<file path="config.mk">
export PLATFORM = sky130hd
export DESIGN_NAME = csa_iter_multiplier_flat
export DESIGN_NICKNAME = d
export VERILOG_FILES = /design/src/rtl/csa_iter_multiplier_if.sv /design/src/rtl/csa_iter_multiplier.sv /design/src/flat_wrapper.sv
export SDC_FILE = /design/constraint.sdc
export NUM_CORES = 1
export LEC_CHECK = 0
export ABC_AREA = 1
export BUFFER_PORTS_ARGS = -buffer_cell sky130_fd_sc_hd__clkbuf_2
export CORE_ASPECT_RATIO = 0.75
export CORE_MARGIN = 5
export CORE_UTILIZATION = 58
export DETAILED_ROUTE_END_ITERATION = 8
export PLACE_DENSITY = 0.8
export SYNTH_ARGS = -nofsm -noshare
export SYNTH_HDL_FRONTEND = slang
export SYNTH_SLANG_ARGS = --single-unit
</file>
<file path="constraint.sdc">
create_clock -name clk -period 3.5 [get_ports clk]
set_input_delay 0.175 -clock clk [delete_from_list [all_inputs] [get_ports clk]]
set_output_delay 0.175 -clock clk [all_outputs]
set_load 0.1 [all_outputs]
</file>
<file path="src/rtl/csa_iter_multiplier_if.sv">
// Issue/result handshake bundle for the iterative carry-save multiplier.
// The bench or reservation station takes the master side; the multiplier takes the slave side.
interface csa_iter_multiplier_if #(
  parameter int WIDTH = 32,
  parameter int TAG_W = 4
);
  logic                 in_valid;
  logic                 in_ready;
  logic [WIDTH-1:0]     in_a;
  logic [WIDTH-1:0]     in_b;
  logic                 in_signed;
  logic [TAG_W-1:0]     in_tag;
  logic                 flush;
  logic                 out_valid;
  logic                 out_ready;
  logic [2*WIDTH-1:0]   out_product;
  logic [TAG_W-1:0]     out_tag;
  logic                 busy;

  modport master (
    output in_valid, in_a, in_b, in_signed, in_tag, flush, out_ready,
    input  in_ready, out_valid, out_product, out_tag, busy
  );

  modport slave (
    input  in_valid, in_a, in_b, in_signed, in_tag, flush, out_ready,
    output in_ready, out_valid, out_product, out_tag, busy
  );
endinterface

</file>
<file path="src/rtl/csa_iter_multiplier.sv">
// Iterative multiplier: BITS_PER_CYCLE partial products per clock folded into a redundant
// sum/carry pair by chained 3:2 rows, then one carry-propagate add with sign fix-up.
module csa_iter_multiplier #(
  parameter int WIDTH          = 32,
  parameter int BITS_PER_CYCLE = 4,
  parameter int TAG_W          = 4
) (
  input  logic                   clk,
  input  logic                   rst_n,
  csa_iter_multiplier_if.slave   bus
);
  localparam int PW    = 2 * WIDTH;
  localparam int ITERS = WIDTH / BITS_PER_CYCLE;
  localparam int CW    = (ITERS > 1) ? $clog2(ITERS) : 1;

  typedef enum logic [1:0] {IDLE, BUSY, RESOLVE, DONE} state_t;

  state_t             state;
  logic [PW-1:0]      sum;
  logic [PW-1:0]      carry;
  logic [PW-1:0]      mcand_sh;
  logic [WIDTH-1:0]   mplier;
  logic [CW-1:0]      count;
  logic               neg;
  logic [TAG_W-1:0]   tag;
  logic               out_valid_q;
  logic [PW-1:0]      product_q;
  logic [TAG_W-1:0]   out_tag_q;

  logic [WIDTH-1:0]   mag_a;
  logic [WIDTH-1:0]   mag_b;
  logic [PW-1:0]      next_sum;
  logic [PW-1:0]      next_carry;
  logic [PW-1:0]      pp;
  logic [PW-1:0]      row_sum;
  logic [PW-1:0]      raw_product;
  logic [PW-1:0]      resolved;

  assign mag_a = (bus.in_signed && bus.in_a[WIDTH-1]) ? (~bus.in_a + WIDTH'(1)) : bus.in_a;
  assign mag_b = (bus.in_signed && bus.in_b[WIDTH-1]) ? (~bus.in_b + WIDTH'(1)) : bus.in_b;

  // mcand_sh already carries the count*BITS_PER_CYCLE offset, so row i only adds i more
  always_comb begin
    next_sum   = sum;
    next_carry = carry;
    pp         = '0;
    row_sum    = '0;
    for (int i = 0; i < BITS_PER_CYCLE; i++) begin
      pp         = mplier[i] ? (mcand_sh << i) : '0;
      row_sum    = next_sum ^ next_carry ^ pp;
      next_carry = ((next_sum & next_carry) | (next_sum & pp) | (next_carry & pp)) << 1;
      next_sum   = row_sum;
    end
  end

  assign raw_product = sum + carry;
  assign resolved    = neg ? (~raw_product + PW'(1)) : raw_product;

  assign bus.in_ready    = (state == IDLE) && !bus.flush;
  assign bus.busy        = (state != IDLE);
  assign bus.out_valid   = out_valid_q;
  assign bus.out_product = product_q;
  assign bus.out_tag     = out_tag_q;

  // Flush outranks both accept and CDB grant; result registers keep their last value
  always_ff @(posedge clk or negedge rst_n) begin
    if (!rst_n) begin
      state       <= IDLE;
      sum         <= '0;
      carry       <= '0;
      mcand_sh    <= '0;
      mplier      <= '0;
      count       <= '0;
      neg         <= 1'b0;
      tag         <= '0;
      out_valid_q <= 1'b0;
      product_q   <= '0;
      out_tag_q   <= '0;
    end else if (bus.flush) begin
      state       <= IDLE;
      out_valid_q <= 1'b0;
    end else begin
      case (state)
        IDLE: begin
          if (bus.in_valid) begin
            mcand_sh <= {{WIDTH{1'b0}}, mag_a};
            mplier   <= mag_b;
            neg      <= bus.in_signed & (bus.in_a[WIDTH-1] ^ bus.in_b[WIDTH-1]);
            tag      <= bus.in_tag;
            sum      <= '0;
            carry    <= '0;
            count    <= '0;
            state    <= BUSY;
          end
        end
        BUSY: begin
          sum      <= next_sum;
          carry    <= next_carry;
          mplier   <= mplier >> BITS_PER_CYCLE;
          mcand_sh <= mcand_sh << BITS_PER_CYCLE;
          count    <= count + CW'(1);
          if (count == CW'(ITERS - 1)) begin
            state <= RESOLVE;
          end
        end
        RESOLVE: begin
          product_q   <= resolved;
          out_tag_q   <= tag;
          out_valid_q <= 1'b1;
          state       <= DONE;
        end
        DONE: begin
          if (bus.out_ready) begin
            out_valid_q <= 1'b0;
            state       <= IDLE;
          end
        end
        default: state <= IDLE;
      endcase
    end
  end
endmodule

</file>
<file path="src/flat_wrapper.sv">
// flat-port wrapper written by rule: the top's interface ports become plain ports
module csa_iter_multiplier_flat 
#(
  parameter int WIDTH          = 32,
  parameter int BITS_PER_CYCLE = 4,
  parameter int TAG_W          = 4
)
  (clk, rst_n, bus_in_valid, bus_in_a, bus_in_b, bus_in_signed, bus_in_tag, bus_flush, bus_out_ready, bus_in_ready, bus_out_valid, bus_out_product, bus_out_tag, bus_busy);
  csa_iter_multiplier_if #(.WIDTH(WIDTH), .TAG_W(TAG_W)) bus_i ();
  input  logic clk;
  input  logic rst_n;
  input wire logic [$bits(bus_i.in_valid)-1:0] bus_in_valid;
  input wire logic [$bits(bus_i.in_a)-1:0] bus_in_a;
  input wire logic [$bits(bus_i.in_b)-1:0] bus_in_b;
  input wire logic [$bits(bus_i.in_signed)-1:0] bus_in_signed;
  input wire logic [$bits(bus_i.in_tag)-1:0] bus_in_tag;
  input wire logic [$bits(bus_i.flush)-1:0] bus_flush;
  input wire logic [$bits(bus_i.out_ready)-1:0] bus_out_ready;
  output wire logic [$bits(bus_i.in_ready)-1:0] bus_in_ready;
  output wire logic [$bits(bus_i.out_valid)-1:0] bus_out_valid;
  output wire logic [$bits(bus_i.out_product)-1:0] bus_out_product;
  output wire logic [$bits(bus_i.out_tag)-1:0] bus_out_tag;
  output wire logic [$bits(bus_i.busy)-1:0] bus_busy;
  assign bus_i.in_valid = bus_in_valid;
  assign bus_i.in_a = bus_in_a;
  assign bus_i.in_b = bus_in_b;
  assign bus_i.in_signed = bus_in_signed;
  assign bus_i.in_tag = bus_in_tag;
  assign bus_i.flush = bus_flush;
  assign bus_i.out_ready = bus_out_ready;
  assign bus_in_ready = bus_i.in_ready;
  assign bus_out_valid = bus_i.out_valid;
  assign bus_out_product = bus_i.out_product;
  assign bus_out_tag = bus_i.out_tag;
  assign bus_busy = bus_i.busy;
  csa_iter_multiplier #(.WIDTH(WIDTH), .BITS_PER_CYCLE(BITS_PER_CYCLE), .TAG_W(TAG_W)) u_core (.clk(clk), .rst_n(rst_n), .bus(bus_i));
endmodule
</file>
==> results.tsv, run 1 <==
metric	value	unit
yosys_register_bits	299	
drc	0	
arrival	3.73	ns
mostFrequentLayoutCell	nand2_1	
power	25.0	mW
p_seq_share	22.3	%
power.leakage	17.0	nW
hold_violations	0	
port_buffers	144	
regArea	7490	um2
dr.first_iter.drc_count	2797	
wl_met3	9720	um
ys_types	46	
core	47700	um2
maxCapViolCount	0	
globalplace.congestion	0.993	
viasPerCell	5.38	
grt_overflow_total	0	
initial_core_util	58.9	%
dp_worst_setup_slack	0.144	ns
path_max_fanout	14	
endpoint_kind	register	
cts_root_buf	clkbuf_16	
final_cell_mix	nand2_1, inv_1, o21ai_0, dfrtp_1, nand3_1	
fin_crit	3.27	ns
clkTransAtPathRegs	0.06	ns
dr_wl_met2	31900	um
drtPass1Iterations	8	
cts_tree	yes	
clk_latency	0.56	ns
multi_input_area	17100	um2
grt_max_degree	96	
ys_warn_count	0	
switching_power	13.7	mW
clock_path_buffers	3	
internal_power	11.3	mW
wl	78900	um
num-nets-final	4553	
worst_pin_slew	1.07	ns
ant_nets	0	
yosysSeqAreaShare	26.7	%
highest_layer	met5	
antenna_found_initial	3	
dp_cells	4741	
yosysTopAreaCell	dfrtp_1	
p_sw_share	54.7	%
syn-cell-area	28100	um2
relSlewSlack	28.6	%
synth_nets	4438	
m1WireLength	35800	um
num_vias	25954	
period_share	93.3	%
grt_pass1_wl	130000	um
die_area	52900	um2
dp_hpwl	61200	um
track_usage	29.8	%
wl_per_cell	16.3	um
fmax	0.306	GHz
row_count	69	
finalSetupViolCount	0	
required	3.96	ns
worstSetupPathType	register to register	
grt_pass1_vias	24843	
grt_setup_unrepaired	false	
pwr-share-clk	15.2	%
drive_above_1_share	7.97	%
start_kind	register	
yosys-top-cells-area	dfrtp_1, fa_1, nand2_1	
netlist.area_leader.share	26.7	%
die_y	201	um
numCtsBuffers	34	
postCtsSetupRepairBufs	0	
setup_tns	0	ns
clock_skew	0.0210	ns
fin_cells	4828	
htreeDepth	2	
maxSlewViolCount	0	
irDropWorstVdd	0.960	mV
syn_area_per_cell	6.93	um2
status	completed	
syn_inst	4048	
ios	145	
areaGrowthSynthToFinish	10.5	%
hold_class	input pin to register	
diodes	0	
num-fill-cells	4154	
p_comb_share	62.5	%
setup_slack	0.234	ns
power.density	806	nW/um2
hold-worst-slack	0.0127	ns
cts.sinks	299	
die_w	264	um
## sequential cells by signal, summed over array words and instances, names as in the netlist
signal and count:
u_core.bus.out_product 64, u_core.mcand_sh 64, u_core.sum 64, u_core.carry 60, u_core.mplier 32, u_core.bus.out_tag 4, u_core.tag 4, u_core.count 3
u_core.state 2, u_core.bus.out_valid 1, u_core.neg 1
## critical path: stages, from the launching register on
cell	delay (ns)
dfrtp_2	0.39
buf_6	0.18
buf_4	0.17
nand2_1	0.08
fa_1	0.47
fa_1	0.55
inv_1	0.06
fa_1	0.50
fa_1	0.55
nand3_1	0.08
o21ai_0	0.12
## power groups by stage
| stage | combinational [mW] | clock [mW] | sequential (mW) |
|---|---|---|---|
| after global routing | 17.4 | 3.99 | 5.70 |
| final | 15.6 | 3.80 | 5.57 |
| after detailed placement | 15.4 | 0 | 5.56 |
| after floorplan | 9.43 | 0 | 7.75 |
| after global placement | 15.0 | 0 | 5.54 |
| after CTS | 15.5 | 3.85 | 5.53 |
## what timing repair did
item,4_1_cts,5_1_grt
hold endpoints to repair,113,0
resized for setup,0,6
endpoints found under the setup margin,0,21
hold buffers,25,0
## path summary, 6_finish.rpt
path,slack (ns),cells past startpoint,start,endpoint
hold reg to reg,0.48,2,u_core.bus.out_product[12],u_core.bus.out_product[12]
hold / removal,0.01,4,bus_in_a[20],u_core.mcand_sh[20]
setup reg to reg,0.23,10,u_core.mplier[0],u_core.sum[17]
max in group asynchronous,2.34,3,rst_n,u_core.mplier[1]
setup / recovery,0.23,10,u_core.mplier[0],u_core.sum[17]
min in group asynchronous,0.23,2,rst_n,u_core.bus.out_product[27]
## stage by stage
step	util (%)	instance area (um2)
2_1_floorplan	-	28100
3_5_place_dp	62.0	29600
5_1_grt	65.1	31000
3_3_place_gp	62.0	29600
4_1_cts	65.0	31000
6_report	65.1	31000
## final cells by class
class	count	area share (%)
Sequential cell	299	24.2
Tap cell	639	2.58
Clock buffer	47	3.10
Timing Repair Buffer	209	4.55
Clock inverter	15	0.670
Multi-Input combinational cell	2807	55.1
Inverter	812	9.85
## cell families (layout without fill, tap and decap cells)
group	after synthesis	count (layout)	synth area share, %
DFF	299	299	26.7
buffers and inverters	942	1083	12.6
xor gates and xnor gates	79	79	2.49
and+or+nand+nor	1925	1925	28.5
adders and majority gates	316	316	20.6
AOI/OAI and AO/OA	487	487	9.12
## routing by layer
| metal | vias to the layer above | global-route usage, % |
|---|---|---|
| li1 | 12589 | - |
| met1 | 12064 | 46.1 |
| met2 | 1169 | 42.1 |
| met3 | 124 | 9.04 |
| met4 | 8 | 5.56 |
| met5 | - | 0 |
## synth_stat cells, drive strengths merged
library cell,count
a211oi,1
a21o,2
a21oi,97
a31oi,5
and2,3
and3,1
buf,18
clkbuf,112
clkinv,3
dfrtp,299
fa,243
ha,73
inv,809
nand2,1305
nand3,275
nand3b,10
nand4,38
nor2,252
nor3,29
nor4,6
o211ai,9
o21a,1
o21ai,327
o21bai,4
o221ai,3
o22ai,31
o311ai,1
o31ai,5
o41ai,1
or2,5
or3b,1
xnor2,25
xor2,54
Note: power is estimated with default switching activity, not from simulation.
==> run 2, diff against run 1 <==
--- a/config.mk
+++ b/config.mk
@@ -5,13 +5,12 @@
 export SDC_FILE = /design/constraint.sdc
 export NUM_CORES = 1
 export LEC_CHECK = 0
-export ABC_AREA = 1
 export BUFFER_PORTS_ARGS = -buffer_cell sky130_fd_sc_hd__clkbuf_2
 export CORE_ASPECT_RATIO = 0.75
 export CORE_MARGIN = 5
-export CORE_UTILIZATION = 58
+export CORE_UTILIZATION = 57
 export DETAILED_ROUTE_END_ITERATION = 8
-export PLACE_DENSITY = 0.8
+export PLACE_DENSITY = 0.79
 export SYNTH_ARGS = -nofsm -noshare
 export SYNTH_HDL_FRONTEND = slang
 export SYNTH_SLANG_ARGS = --single-unit
==> run 2 against run 1 <==
The run now ends with setup timing left. Cell area increased by 8.4%. First-iteration DRC count fell by 18%. Count of clock-buffer cells in the layout is 3 higher. Wire length grew 3.7%. Maximum frequency fell by 23%. Clock power barely moved. Core utilization rose by 8.2 points. Largest power group unchanged. Final cell count down 9.9%. Combinational power increased by 16%. Area after synthesis shrank 6.3%. Setup slack worse by 0.97 ns. Critical endpoint is now u_core.bus.out_product[62]. Sequential share of layout area down 1.9 points.
==> results.tsv, run 2 <==
metric	value	unit
netlist.area_leader.share	28.4	%
syn_area_per_cell	8.26	um2
worst_pin_slew	0.961	ns
die_w	258	um
dr.first_iter.drc_count	2306	
hold_violations	0	
core	45900	um2
clk_latency	0.56	ns
synth_most_common_cell	nand2_1	
setup_tns	-19.87	ns
die_y	196	um
track_usage	31.9	%
grt_overflow_total	0	
mostFrequentLayoutCell	nand2_1	
wl_per_cell	18.8	um
areaGrowthSynthToFinish	27.7	%
yosys_register_bits	299	
drc	0	
cts_tree	yes	
maxCapViolCount	0	
clock_path_buffers	3	
hold-worst-slack	0.0249	ns
yosysTopAreaCell	dfrtp_1	
arrival	4.65	ns
switching_power	13.8	mW
violations	setup timing	
fin_crit	4.24	ns
synth_common_cells	nand2_1, o21ai_0, dfrtp_1	
status	finished with violations	
power.leakage	15.5	nW
num-nets-final	4120	
synth_nets	3575	
antenna_found_initial	1	
grt_setup_unrepaired	true	
synth-edff-count	0	
initial_core_util	57.4	%
drtPass1Iterations	5	
place_area	31100	um2
grt_pass1_vias	25042	
wl	81800	um
power.density	808	nW/um2
numCtsBuffers	34	
ys_types	86	
p_sw_share	50.6	%
grt_max_degree	212	
cts_root_buf	clkbuf_16	
clock_skew	0.0188	ns
ant_nets	0	
cts.sinks	299	
setup_slack	-0.735	ns
yosys-top-cells-area	dfrtp_1, fa_1, nand2_1	
synth-async-reset-ratio	100	%
drive_above_1_share	23.5	%
syn-cell-area	26300	um2
ys_warn_count	0	
num-fill-cells	3252	
fmax	0.236	GHz
htreeDepth	2	
globalplace.congestion	0.967	
final_util	73.3	%
endpoint_kind	register	
viasPerCell	5.77	
port_buffers	144	
yosysSeqAreaShare	28.4	%
hold_class	input pin to register	
finalSetupViolCount	42	
p_seq_share	19.6	%
maxSlewViolCount	0	
path_max_fanout	6	
die_area	50600	um2
row_count	68	
diodes	0	
start_kind	register	
syn_inst	3185	
worstSetupPathType	register to register	
relSlewSlack	36.0	%
ios	145	
period_share	121	%
final_cell_mix	nand2_1, buf_4, o21ai_0, dfrtp_1, inv_1	
irDropWorstVdd	0.953	mV
p_comb_share	66.5	%
dp_hpwl	61900	um
required	3.91	ns
fin_cells	4351	
synth-main-ff-cell	dfrtp_1	
grt_pass1_wl	132000	um
dp_cells	4244	
pwr-share-clk	13.9	%
clkTransAtPathRegs	0.06	ns
fin_area	33600	um2
num_vias	25084	
internal_power	13.4	mW
-- run 2: cell count changes after synthesis, sizes merged, moves of 22 or more --
| cell | delta |
|---|---|
| clkbuf | +34 |
| xnor2 | +54 |
| nor2 | -95 |
| or3 | +26 |
| a21oi | +85 |
| and2 | +133 |
| o22ai | -27 |
| nand3 | -255 |
| nand2 | -584 |
| o21ai | +57 |
| inv | -537 |
| o31ai | +22 |
-- run 2: worst max-delay path, cell delays in order, from the launching register on --
cell and delay [ns]:
dfrtp_1 0.42, ha_4 0.19, fa_2 0.37, a211oi_4 0.28, o31ai_4 0.15, a311oi_2 0.30, o21ai_2 0.15, a41oi_2 0.24
o21ai_2 0.10, xor2_2 0.17, or4b_4 0.50, or4_4 0.49, o41a_1 0.46, xnor2_1 0.19, o21ai_1 0.08
-- run 2: area by class of cell --
| class | count | area [um2] | area share, % |
|---|---|---|---|
| Timing Repair Buffer | 674 | 4970 | 14.8 |
| Inverter | 272 | 1020 | 3.04 |
| Sequential cell | 299 | 7490 | 22.3 |
| Clock buffer | 50 | 981 | 2.92 |
| Multi-Input combinational cell | 2449 | 18200 | 54.2 |
| Tap cell | 595 | 744 | 2.22 |
| Clock inverter | 12 | 185 | 0.551 |
-- run 2: path summary, 6_finish.rpt --
kind / start / endpoint / slack (ns) / cells past startpoint
hold reg to reg: u_core.tag[0] / u_core.bus.out_tag[0] / 0.48 / 2
setup / recovery: u_core.sum[4] / u_core.bus.out_product[62] / -0.74 / 14
hold / removal: bus_in_a[0] / u_core.mcand_sh[0] / 0.02 / 3
min in group asynchronous: rst_n / u_core.bus.out_product[2] / 0.23 / 2
max in group asynchronous: rst_n / u_core.carry[54] / 2.35 / 3
setup reg to reg: u_core.sum[4] / u_core.bus.out_product[62] / -0.74 / 14
-- run 2: cell families (layout without fill, tap and decap cells) --
kind of cell	after synthesis	count (layout)	synth area share, %
buf+inv	437	1008	6.31
flops	299	299	28.4
fa+ha+maj	316	316	22.0
simple gates	1221	1221	20.9
mux	20	20	0.790
xor+xnor	154	154	5.13
compound gates	738	738	16.5
-- run 2: per-stage QoR --
stage               total power [mW]  setup WS, ns
floorplan                       15.5        -0.513
global placement                19.9        -0.781
detailed placement              20.5        -0.861
CTS                             25.8        -0.767
global route                    29.0        -0.916
finish                          27.1        -0.735
-- run 2: repair_timing --
item                                    CTS  global route
pin swaps                                69            37
endpoints found under the setup margin   43            45
hold endpoints to repair                 93             0
buffers inserted                         25            12
hold buffers                             12             0
resized for setup                       116            81
-- run 2: power groups by stage --
stage	registers, mW	clock network (mW)	logic, mW
after floorplan	7.31	0	8.24
after global placement	5.25	0	14.6
after detailed placement	5.32	0	15.1
after CTS	5.28	3.82	16.7
after global routing	5.43	3.98	19.6
final	5.32	3.78	18.1
-- run 2: routing by layer --
layer / global-route usage [%] / routed length, um / vias to the layer above
li1: - / - / 11600
met1: 49.4 / 37100 / 12238
met2: 46.3 / 35000 / 1111
met3: 7.87 / 8260 / 133
met4: 6.03 / 1470 / 2
met5: 0 / 7 / -
